File: src/rtl/output_port_scheduler_if.sv
// Request/grant and credit-return signals between the input side, the downstream
// credit source and the output port scheduler.
interface output_port_scheduler_if #(
   parameter int NUM_PORTS = 5,
   parameter int NUM_VC    = 4,
   parameter int VC_BITS   = $clog2(NUM_VC)
);
   logic [NUM_PORTS-1:0] req;
   logic [VC_BITS-1:0]   req_vc [NUM_PORTS];
   logic [NUM_PORTS-1:0] req_tail;
   logic                 credit_valid;
   logic [VC_BITS-1:0]   credit_vc;
   logic [NUM_PORTS-1:0] grant;
   logic                 grant_valid;
   logic [VC_BITS-1:0]   grant_vc;
   logic                 locked;
   logic [NUM_VC-1:0]    vc_has_credit;
   logic                 credit_err;

   modport master (
      output req, req_vc, req_tail, credit_valid, credit_vc,
      input  grant, grant_valid, grant_vc, locked, vc_has_credit, credit_err
   );

   modport slave (
      input  req, req_vc, req_tail, credit_valid, credit_vc,
      output grant, grant_valid, grant_vc, locked, vc_has_credit, credit_err
   );
endinterface

File: src/rtl/output_port_scheduler.sv
// Round-robin switch allocator for one output port: wormhole locking for multi-flit
// packets and per-VC downstream credit counters.
module output_port_scheduler #(
   parameter int NUM_PORTS = 5,
   parameter int NUM_VC    = 4,
   parameter int BUF_DEPTH = 4,
   parameter int VC_BITS   = $clog2(NUM_VC),
   parameter int CNT_BITS  = $clog2(BUF_DEPTH + 1)
) (
   input logic                clk,
   input logic                reset,
   output_port_scheduler_if.slave bus
);
   localparam int PTR_BITS = (NUM_PORTS > 1) ? $clog2(NUM_PORTS) : 1;

   typedef enum logic {IDLE, LOCKED} state_t;

   state_t               state_reg;
   logic [PTR_BITS-1:0]  owner_reg;
   logic [PTR_BITS-1:0]  rr_ptr_reg;
   logic [VC_BITS-1:0]   owner_vc_reg;
   logic [CNT_BITS-1:0]  credit_reg [NUM_VC];
   logic                 credit_err_reg;

   logic [NUM_VC-1:0]    has_credit;
   logic [NUM_VC-1:0]    xfer_on_vc;
   logic [NUM_VC-1:0]    ret_on_vc;
   logic [NUM_VC-1:0]    overflow;
   logic [NUM_PORTS-1:0] eligible;
   logic [NUM_PORTS-1:0] grant_next;
   logic [PTR_BITS-1:0]  win_port;
   logic [VC_BITS-1:0]   xfer_vc;
   logic                 xfer;
   logic                 xfer_tail;
   logic                 found;
   int                   cand;

   genvar gi;
   generate
      for (gi = 0; gi < NUM_VC; gi++) begin : g_vc
         assign has_credit[gi] = (credit_reg[gi] != '0);
         assign xfer_on_vc[gi] = xfer && (xfer_vc == VC_BITS'(gi));
         assign ret_on_vc[gi]  = bus.credit_valid && (bus.credit_vc == VC_BITS'(gi));
         // A return that coincides with a send on the same VC is a net no-op, never an overflow.
         assign overflow[gi]   = ret_on_vc[gi] && !xfer_on_vc[gi] &&
                                 (credit_reg[gi] == CNT_BITS'(BUF_DEPTH));
      end
      for (gi = 0; gi < NUM_PORTS; gi++) begin : g_port
         assign eligible[gi] = bus.req[gi] && has_credit[bus.req_vc[gi]];
      end
   endgenerate

   always_comb begin
      grant_next = '0;
      win_port   = owner_reg;
      found      = 1'b0;
      cand       = 0;
      if (state_reg == IDLE) begin
         for (int k = 1; k <= NUM_PORTS; k++) begin
            cand = int'(rr_ptr_reg) + k;
            if (cand >= NUM_PORTS) cand = cand - NUM_PORTS;
            if (!found && eligible[PTR_BITS'(cand)]) begin
               found    = 1'b1;
               win_port = PTR_BITS'(cand);
            end
         end
         grant_next[win_port] = found;
      end else begin
         grant_next[owner_reg] = bus.req[owner_reg] && has_credit[owner_vc_reg];
      end
   end

   assign xfer      = |grant_next;
   assign xfer_vc   = (state_reg == IDLE) ? bus.req_vc[win_port] : owner_vc_reg;
   assign xfer_tail = bus.req_tail[win_port];

   always_ff @(posedge clk) begin
      if (reset) begin
         state_reg      <= IDLE;
         owner_reg      <= '0;
         owner_vc_reg   <= '0;
         rr_ptr_reg     <= PTR_BITS'(NUM_PORTS - 1);
         credit_err_reg <= 1'b0;
      end else begin
         if (|overflow) credit_err_reg <= 1'b1;
         if (xfer) begin
            if (xfer_tail) begin
               state_reg  <= IDLE;
               rr_ptr_reg <= win_port;
            end else if (state_reg == IDLE) begin
               state_reg    <= LOCKED;
               owner_reg    <= win_port;
               owner_vc_reg <= xfer_vc;
            end
         end
      end
   end

   always_ff @(posedge clk) begin
      for (int v = 0; v < NUM_VC; v++) begin
         if (reset)
            credit_reg[v] <= CNT_BITS'(BUF_DEPTH);
         else if (xfer_on_vc[v] && !ret_on_vc[v])
            credit_reg[v] <= credit_reg[v] - CNT_BITS'(1);
         else if (ret_on_vc[v] && !xfer_on_vc[v] && !overflow[v])
            credit_reg[v] <= credit_reg[v] + CNT_BITS'(1);
      end
   end

   assign bus.grant         = grant_next;
   assign bus.grant_valid   = xfer;
   assign bus.grant_vc      = xfer ? xfer_vc : '0;
   assign bus.locked        = (state_reg == LOCKED);
   assign bus.vc_has_credit = has_credit;
   assign bus.credit_err    = credit_err_reg;
endmodule

File: src/flat_wrapper.sv
// flat-port wrapper written by rule: the top's interface ports become plain ports
module output_port_scheduler_flat 
#(
   parameter int NUM_PORTS = 5,
   parameter int NUM_VC    = 4,
   parameter int BUF_DEPTH = 4,
   parameter int VC_BITS   = $clog2(NUM_VC),
   parameter int CNT_BITS  = $clog2(BUF_DEPTH + 1)
)
  (clk, reset, bus_req, bus_req_vc, bus_req_tail, bus_credit_valid, bus_credit_vc, bus_grant, bus_grant_valid, bus_grant_vc, bus_locked, bus_vc_has_credit, bus_credit_err);
  output_port_scheduler_if #(.NUM_PORTS(NUM_PORTS), .NUM_VC(NUM_VC), .VC_BITS(VC_BITS)) bus_i ();
  input logic clk;
  input logic reset;
  input wire logic [$bits(bus_i.req)-1:0] bus_req;
  input wire logic [$bits(bus_i.req_vc)-1:0] bus_req_vc;
  input wire logic [$bits(bus_i.req_tail)-1:0] bus_req_tail;
  input wire logic [$bits(bus_i.credit_valid)-1:0] bus_credit_valid;
  input wire logic [$bits(bus_i.credit_vc)-1:0] bus_credit_vc;
  output wire logic [$bits(bus_i.grant)-1:0] bus_grant;
  output wire logic [$bits(bus_i.grant_valid)-1:0] bus_grant_valid;
  output wire logic [$bits(bus_i.grant_vc)-1:0] bus_grant_vc;
  output wire logic [$bits(bus_i.locked)-1:0] bus_locked;
  output wire logic [$bits(bus_i.vc_has_credit)-1:0] bus_vc_has_credit;
  output wire logic [$bits(bus_i.credit_err)-1:0] bus_credit_err;
  assign bus_i.req = bus_req;
  assign bus_i.req_vc = {>>{bus_req_vc}};
  assign bus_i.req_tail = bus_req_tail;
  assign bus_i.credit_valid = bus_credit_valid;
  assign bus_i.credit_vc = bus_credit_vc;
  assign bus_grant = bus_i.grant;
  assign bus_grant_valid = bus_i.grant_valid;
  assign bus_grant_vc = bus_i.grant_vc;
  assign bus_locked = bus_i.locked;
  assign bus_vc_has_credit = bus_i.vc_has_credit;
  assign bus_credit_err = bus_i.credit_err;
  output_port_scheduler #(.NUM_PORTS(NUM_PORTS), .NUM_VC(NUM_VC), .BUF_DEPTH(BUF_DEPTH), .VC_BITS(VC_BITS), .CNT_BITS(CNT_BITS)) u_core (.clk(clk), .reset(reset), .bus(bus_i));
endmodule
File: config.mk
export PLATFORM = sky130hd
export DESIGN_NAME = output_port_scheduler_flat
export DESIGN_NICKNAME = d
export VERILOG_FILES = /design/src/rtl/output_port_scheduler_if.sv /design/src/rtl/output_port_scheduler.sv /design/src/flat_wrapper.sv
export SDC_FILE = /design/constraint.sdc
export NUM_CORES = 1
export LEC_CHECK = 0
export ABC_AREA = 1
export CORE_ASPECT_RATIO = 0.6
export CORE_UTILIZATION = 45
export CTS_CLUSTER_SIZE = 16
export DETAILED_ROUTE_END_ITERATION = 7
export GPL_TIMING_DRIVEN = 0
export PLACE_DENSITY = 0.72
export SLEW_MARGIN = 20
export SYNTH_ARGS = -nofsm -noshare
export SYNTH_HDL_FRONTEND = slang
export SYNTH_SLANG_ARGS = --single-unit
File: constraint.sdc
create_clock -name clk -period 5.8 [get_ports clk]
set_input_delay 1.16 -clock clk [delete_from_list [all_inputs] [get_ports clk]]
set_output_delay 1.16 -clock clk [all_outputs]
set_load 0.1 [all_outputs]
==> summary.txt, run 1 <==
CTS
  • Worst-Skew Late Latency: 260 ps
  • Maximum root-to-sink buffer count: 2
  • Root buf cell: clkbuf_16
  • Hold buffers post-CTS: 0
  • Setup Buffers After CTS: 0
  • CTS tree: yes
  • Clock Pin Slew Worst Setup and Hold Paths: about 60 ps
  • Num CTS Buffers: 3
  • Num Clock Sinks: 22
  • Htree depth: 1

Worst hold path
  • Worst hold path type: flop to flop
  • Hold Crit Start: u_core.owner_vc_reg[1]
  • Worst Hold End: u_core.owner_vc_reg[1]
  • Hold depth: 2

Synth
  • FF+latch count, synth: 22
  • Area share of the largest cell type after synthesis: 17.8%
  • Syn avg cell area: 6.17 sq um
  • Async set or reset register ratio after synthesis: 0%
  • Ranking of synthesized cells by area: nand2_1, edfxtp_1, nand3_1, inv_1, ha_1
  • EDFF count, synth: 12
  • Syn Inst Count: 533
  • Yosys Warn Count: 0
  • Post-synth cell types: 46
  • Top_reg_cell synth: edfxtp_1
  • Cell taking the most area after synthesis: nand2_1
  • Mapped cell area: 3290 sq um
  • Sequential cell area fraction in the yosys report: 17.0%
  • Synth Net Count: 579

Worst setup path
  • R2R setup slack: 970 ps
  • Top cell by count, worst path: nand2_1
  • WP data arrival: 4410 ps
  • Worst setup SP type: input port
  • Crit Path Max Fanout: 6
  • Worst path slowest cell: clkdlybuf4s15_1
  • Crit path largest cell delay: 850 ps
  • Worst Setup SP: bus_req_vc[4]
  • Critical Path Sink Type: output pin
  • Class of the most critical setup path: input port to output pin
  • Reg2reg path depth: 32
  • FF-to-FF Start: u_core.rr_ptr_reg[0]
  • Worst path buffer plus inverter count: 4
  • CP Cell Sequence: clkdlybuf4s50_1 > nand2_1 > nand3_1 > nand2_1 > nor2_1 > nand2_1 > nand3_1 > nand2_1 > inv_2 > nand2_4 > nand4_1 > nand2_1 > inv_1 > nand2_2 > nand2_4 > nand2_1 > nor2_2 > nand2_1 > o21ai_2 > clkdlybuf4s15_1
  • Top delay family on crit path: buffers and inverters
  • Worst path required time: 4640 ps
  • Reg2reg end: u_core.credit_reg[2][2]

Finish
  • Area Overhead vs Synth: 17.3%
  • Area of the multi-input gates: 2350 sq um
  • Post-layout util: 56.1%
  • Layout cells sized above 1: 18.5%
  • FF+latch area: approximately 560 sq um
  • Max FFs per register: 12
  • Layout Nets: 621
  • Diode count: 0
  • Fillers: 668

STA
  • Clock skew: 2.40 ps
  • Fin. max-slew vios: 0
  • Post-layout minimum cycle time: 5570 ps
  • Final WS setup: 233 ps
  • Hold Worst Slack: roughly 500 ps
  • Fin. Hold Viols: 0
  • Worst-margin pin slew: 985 ps
  • RSZ-0062 raised after global routing: no
  • Final setup violation count: 0
  • Max transition margin: 34.1%
  • Final period util: 96.0%
  • FMAX: 180 MHz

Placement
  • Placed wire-length estimate: 7.51 mm
  • Gp weighted congestion: roughly 0.9
  • Port bufs: 37
  • Pre-CTS setup slack: -528 ps

Floorplanning
  • Initial Util: 47.8%
  • # rows: 23
  • Chip Height: 68.2 microns
  • IO Pins: 39
  • Core box area: 6880 sq um
  • Die area: about 7700 sq um
  • Die Wd: 112 microns

Detailed routing
  • Post-Route WL: 8.91 mm
  • Wirelength per Cell: 13.5 microns
  • Drt drc: 0
  • DR pass1 iterations: 5
  • Iter 0 DRT Violations: 306
  • Via density: about 5.3
  • Post-route ant nets: 0
  • Vias after detailed routing: around 3.5k

Global route
  • Met2 usage: 32.5%
  • Met3 GRT Util: 3.99%
  • First-pass GRT wire length: 14.2 mm
  • Met1 Resource Use GR: 38.2%
  • Initial antenna violation count: 0
  • Number of global-route vias before repair: 2867
  • Total track usage: between 20% and 30%
  • Grt peak-use layer: met1
  • Final global-route overflow total: 0
  • Largest net degree at the start of global routing: 13

Status
  • Outcome: finished, final reports clean

Job
  • Max-cap viol count: 0
[layout make-up]
cell class,instances,area share (%)
Buffer,4,0.648
Clock buffer,4,2.30
Inverter,92,9.14
Multi-Input combinational cell,415,60.9
Sequential cell,22,14.5
Tap cell,87,2.82
Timing Repair Buffer,37,9.62
[placed cells by master (no fill, tap or decap), types with 4 or more instances in the layout]
cell | synthesis | routed
ha_1 | 19 | 19
inv_1 | 64 | 64
nand2_4 | 6 | 6
nand4_1 | 8 | 8
nor2_4 | 5 | 5
clkdlybuf4s50_1 | 0 | 29
nor2_2 | 14 | 14
nand3_2 | 6 | 6
nor3_1 | 4 | 4
nand2_2 | 18 | 18
a21oi_1 | 17 | 17
xnor2_1 | 5 | 5
inv_2 | 24 | 24
dfxtp_1 | 10 | 9
a21oi_2 | 5 | 5
nand2_1 | 156 | 156
nand3_1 | 53 | 53
nand4_2 | 4 | 4
nor2_1 | 40 | 40
edfxtp_1 | 12 | 12
o21ai_0 | 17 | 16
o21ai_1 | 12 | 13
[worst max path at each step]
stage	end	cells after the start
CTS	bus_grant[4]	20
detailed placement	bus_grant_vc[1]	24
finish	bus_grant[1]	20
global route	bus_grant[1]	21
global placement	bus_grant_vc[1]	23
floorplan	bus_grant_vc[1]	26
[stage by stage]
step                cell area, sq um  cells  setup TNS [ps]
finish                          3860    661               0
global route                    3860    661               0
CTS                             3860    661               0
detailed placement              3770    657           -1260
global placement                3770    657           -1010
floorplan                       3290    533               0
[layer usage]
| metal | vias up | share of wire (%) |
|---|---|---|
| li1 | 1783 | - |
| met1 | 1553 | 53 |
| met3 | 4 | 10 |
| met4 | 0 | 0.34 |
| met5 | - | 0 |
| met2 | 148 | 36 |
[worst min-delay path, delay by kind of cell (launching register included)]
kind | cells | cell delay, ps
flops | 1 | 330
compound gates | 1 | 50
buf+inv | 1 | 70
[cells by family (layout without fill, tap and decap cells)]
| logic type | count (synthesis) | after routing | synth area share, % |
|---|---|---|---|
| xor+xnor | 8 | 8 | 2.36 |
| fa+ha+maj | 21 | 21 | 8.44 |
| compound gates | 64 | 64 | 11.7 |
| buf+inv | 96 | 137 | 11.5 |
| flops | 22 | 22 | 17.0 |
| mux | 1 | 1 | 0.304 |
| simple gates | 321 | 321 | 48.7 |
[synthesized netlist by cell type (2+ instances only)]
cell type  instances
nand2_1          156
inv_1             64
nand3_1           53
nor2_1            40
inv_2             24
ha_1              19
nand2_2           18
a21oi_1           17
o21ai_0           17
nor2_2            14
edfxtp_1          12
o21ai_1           12
dfxtp_1           10
nand4_1            8
nand2_4            6
nand3_2            6
a21oi_2            5
nor2_4             5
xnor2_1            5
nand4_2            4
nor3_1             4
o21ai_2            3
buf_2              2
clkinv_1           2
fa_1               2
nand3_4            2
nand3b_1           2
o211ai_1           2
xor2_1             2
[what timing repair did]
action                                  CTS  global route
pin swaps                                 0             0
endpoints found under the setup margin    5             8
hold endpoints to repair                  0             0
gates resized for setup                  11            17
Power of run 1 is not shown: default switching activity piles up to over one toggle a cycle in this logic, so the estimate is an artifact.
==> run 2: changes to the inputs <==
--- a/config.mk
+++ b/config.mk
@@ -8,7 +8,7 @@
 export ABC_AREA = 1
 export CORE_ASPECT_RATIO = 0.6
 export CORE_UTILIZATION = 45
-export CTS_CLUSTER_SIZE = 16
+export CTS_CLUSTER_SIZE = 8
 export DETAILED_ROUTE_END_ITERATION = 7
 export GPL_TIMING_DRIVEN = 0
 export PLACE_DENSITY = 0.72
==> results of run 2 <==
Same layout as run 1: the final DEF is identical, and so are final timing and power.
Power of run 2 is left out for the same reason.
==> run 3: changes to the inputs <==
==> constraint.sdc (replaced) <==
create_clock -name clk -period 5.6 [get_ports clk]
set_input_delay 1.12 -clock clk [delete_from_list [all_inputs] [get_ports clk]]
set_output_delay 1.12 -clock clk [all_outputs]
set_load 0.1 [all_outputs]
==> summary.txt, run 3 (synthesis gave the netlist of run 1 again) <==
Finish
  • Most common cell after layout, fill and taps aside: nand2_1
  • Layout Nets: 621
  • Area Overhead vs Synth: 17.3%
  • Fillers: 680
  • Max FFs per register: 12
  • Diode count: 0
  • Layout cells sized above 1: 19.7%
  • Most used cells in the layout excluding fill and tap cells: nand2_1, inv_1, nand3_1

Worst hold path
  • Hold depth: 2
  • Worst hold path type: flop to flop
  • Hold Crit Start: u_core.owner_vc_reg[1]
  • Worst Hold End: u_core.owner_vc_reg[1]

Detailed routing
  • Post-Route WL: 9.19 mm
  • Vias after detailed routing: around 3.5k
  • DR pass1 iterations: 5
  • Drt drc: 0
  • Iter 0 DRT Violations: between 200 and 300
  • Post-route ant nets: 0
  • Wirelength per Cell: 13.9 microns
  • Via density: 5.31

CTS
  • Setup Buffers After CTS: 0
  • Root buf cell: clkbuf_16
  • Num CTS Buffers: 3
  • CTS tree: yes
  • Maximum root-to-sink buffer count: 2
  • Htree depth: 1
  • Hold buffers post-CTS: 0
  • Num Clock Sinks: 22
  • Worst-Skew Late Latency: between 200 and 300 ps
  • Clock Pin Slew Worst Setup and Hold Paths: 60 ps

Floorplanning
  • Die area: 7670 sq um
  • Chip Height: about 70 microns
  • Initial Util: 47.8%
  • Die Wd: about 110 microns
  • IO Pins: 39
  • # rows: 23
  • Core box area: approximately 6900 sq um

Worst setup path
  • FF-to-FF Start: u_core.rr_ptr_reg[0]
  • Worst setup SP type: input port
  • Worst path slowest cell: clkdlybuf4s50_1
  • Top cell by count, worst path: nand2_1
  • WP data arrival: around 4200 ps
  • Worst path required time: 4480 ps
  • Critical Path Sink Type: output pin
  • Worst path buffer plus inverter count: 4
  • Crit Path Max Fanout: 6
  • Reg2reg end: u_core.credit_reg[2][2]
  • R2R setup slack: about 800 ps
  • CP Cell Sequence: clkdlybuf4s50_1 > inv_1 > nand2_1 > nand3_1 > nand2_1 > nor2_1 > nand2_1 > nand3_1 > nand3_1 > nand2_1 > nand3_1 > nand2_1 > nand2_1 > nand2_1 > nand2_1 > a21boi_2 > nor2_1 > a22oi_2 > nand2_2 > nor2_8 > inv_6 > clkbuf_4
  • Reg2reg path depth: 32
  • Class of the most critical setup path: input port to output pin
  • Top delay family on crit path: simple AND/OR/NAND/NOR gates
  • Crit path largest cell delay: about 510 ps

Placement
  • Port bufs: 37
  • Placed wire-length estimate: 7.76 mm
  • Gp weighted congestion: just over 0.9

STA
  • RSZ-0062 raised after global routing: no
  • FMAX: 187 MHz
  • Max transition margin: 35.3%
  • Final setup violation count: 0
  • Final period util: 95.3%
  • Setup TNS: 0 ps
  • Fin. Hold Viols: 0
  • Fin. max-slew vios: 0
  • Worst-margin pin slew: 968 ps
  • Post-layout minimum cycle time: 5340 ps
  • Clock skew: about 2.1 ps

Global route
  • Met3 GRT Util: 6.64%
  • Met2 usage: about 36%
  • Initial antenna violation count: 0
  • Largest net degree at the start of global routing: 13
  • Number of global-route vias before repair: 3050
  • Met1 Resource Use GR: 37.9%
  • Grt peak-use layer: met1
  • Final global-route overflow total: 0
  • Total track usage: 25.2%
  • First-pass GRT wire length: 14.9 mm

Status
  • Outcome: finished, final reports clean

Job
  • Max-cap viol count: 0
## run 3: cell count changes in the layout (fill, tap and decap cells not counted), sizes merged
cell,before,now
dlymetal6s2s,3,0
clkbuf,6,11
clkdlybuf4s15,2,0
## run 3: area by class of cell
| class | instances | area (sq um) | area share (%) |
|---|---|---|---|
| clock buffer | 4 | 88.8 | 2.30 |
| tap | 87 | 109 | 2.82 |
| sequential | 22 | 562 | 14.5 |
| timing repair buffer | 37 | 354 | 9.17 |
| multi-input combinational | 415 | 2370 | 61.3 |
| buffer | 4 | 25.0 | 0.648 |
| inverter | 92 | 355 | 9.20 |
## run 3: worst register-to-register path: cells and delay by family (launching register included)
kind	cells	cell delay (ps)
AO/OA/AOI/OAI	4	570
XOR/XNOR	1	160
buffers and inverters	6	470
adder cells (fa/ha/maj)	3	990
AND/OR/NAND/NOR	18	1970
flip-flops	1	390
## run 3: how the worst max path moves through the flow
stage,from,end,slack [ps],cells after the start
2_1_floorplan,u_core.rr_ptr_reg[1],bus_grant_vc[1],370,26
4_1_cts,bus_req_vc[4],bus_grant_vc[0],20,25
5_1_grt,u_core.rr_ptr_reg[0],bus_grant_vc[1],20,30
6_report,bus_req_vc[4],bus_grant_valid,260,22
3_5_place_dp,bus_req_vc[8],bus_grant_vc[1],-590,24
3_3_place_gp,bus_req_vc[4],bus_grant_vc[1],-530,23
## run 3: timing repair
item / 4_1_cts / 5_1_grt
hold endpoints to repair: 0 / 0
resized for setup: 18 / 28
setup endpoints to repair: 8 / 8
## run 3: metrics by stage
| stage | util (%) | hold slack, ps | instances | area (sq um) | setup WS (ps) |
|---|---|---|---|---|---|
| after floorplan | - | 448 | 533 | 3290 | 375 |
| after global placement | 54.8 | 481 | 657 | 3770 | -526 |
| after detailed placement | 54.8 | 488 | 657 | 3770 | -587 |
| after CTS | 56.0 | 496 | 661 | 3850 | 18.8 |
| after global routing | 56.1 | 506 | 661 | 3860 | 21.8 |
| final | 56.1 | 505 | 661 | 3860 | 263 |
## run 3: routing by layer
layer	vias to the layer above	part of all wire, %
met1	1572	52
met3	6	10
li1	1786	-
met2	146	37
met4	0	0.52
met5	-	0
Power of run 3 is left out for the same reason.
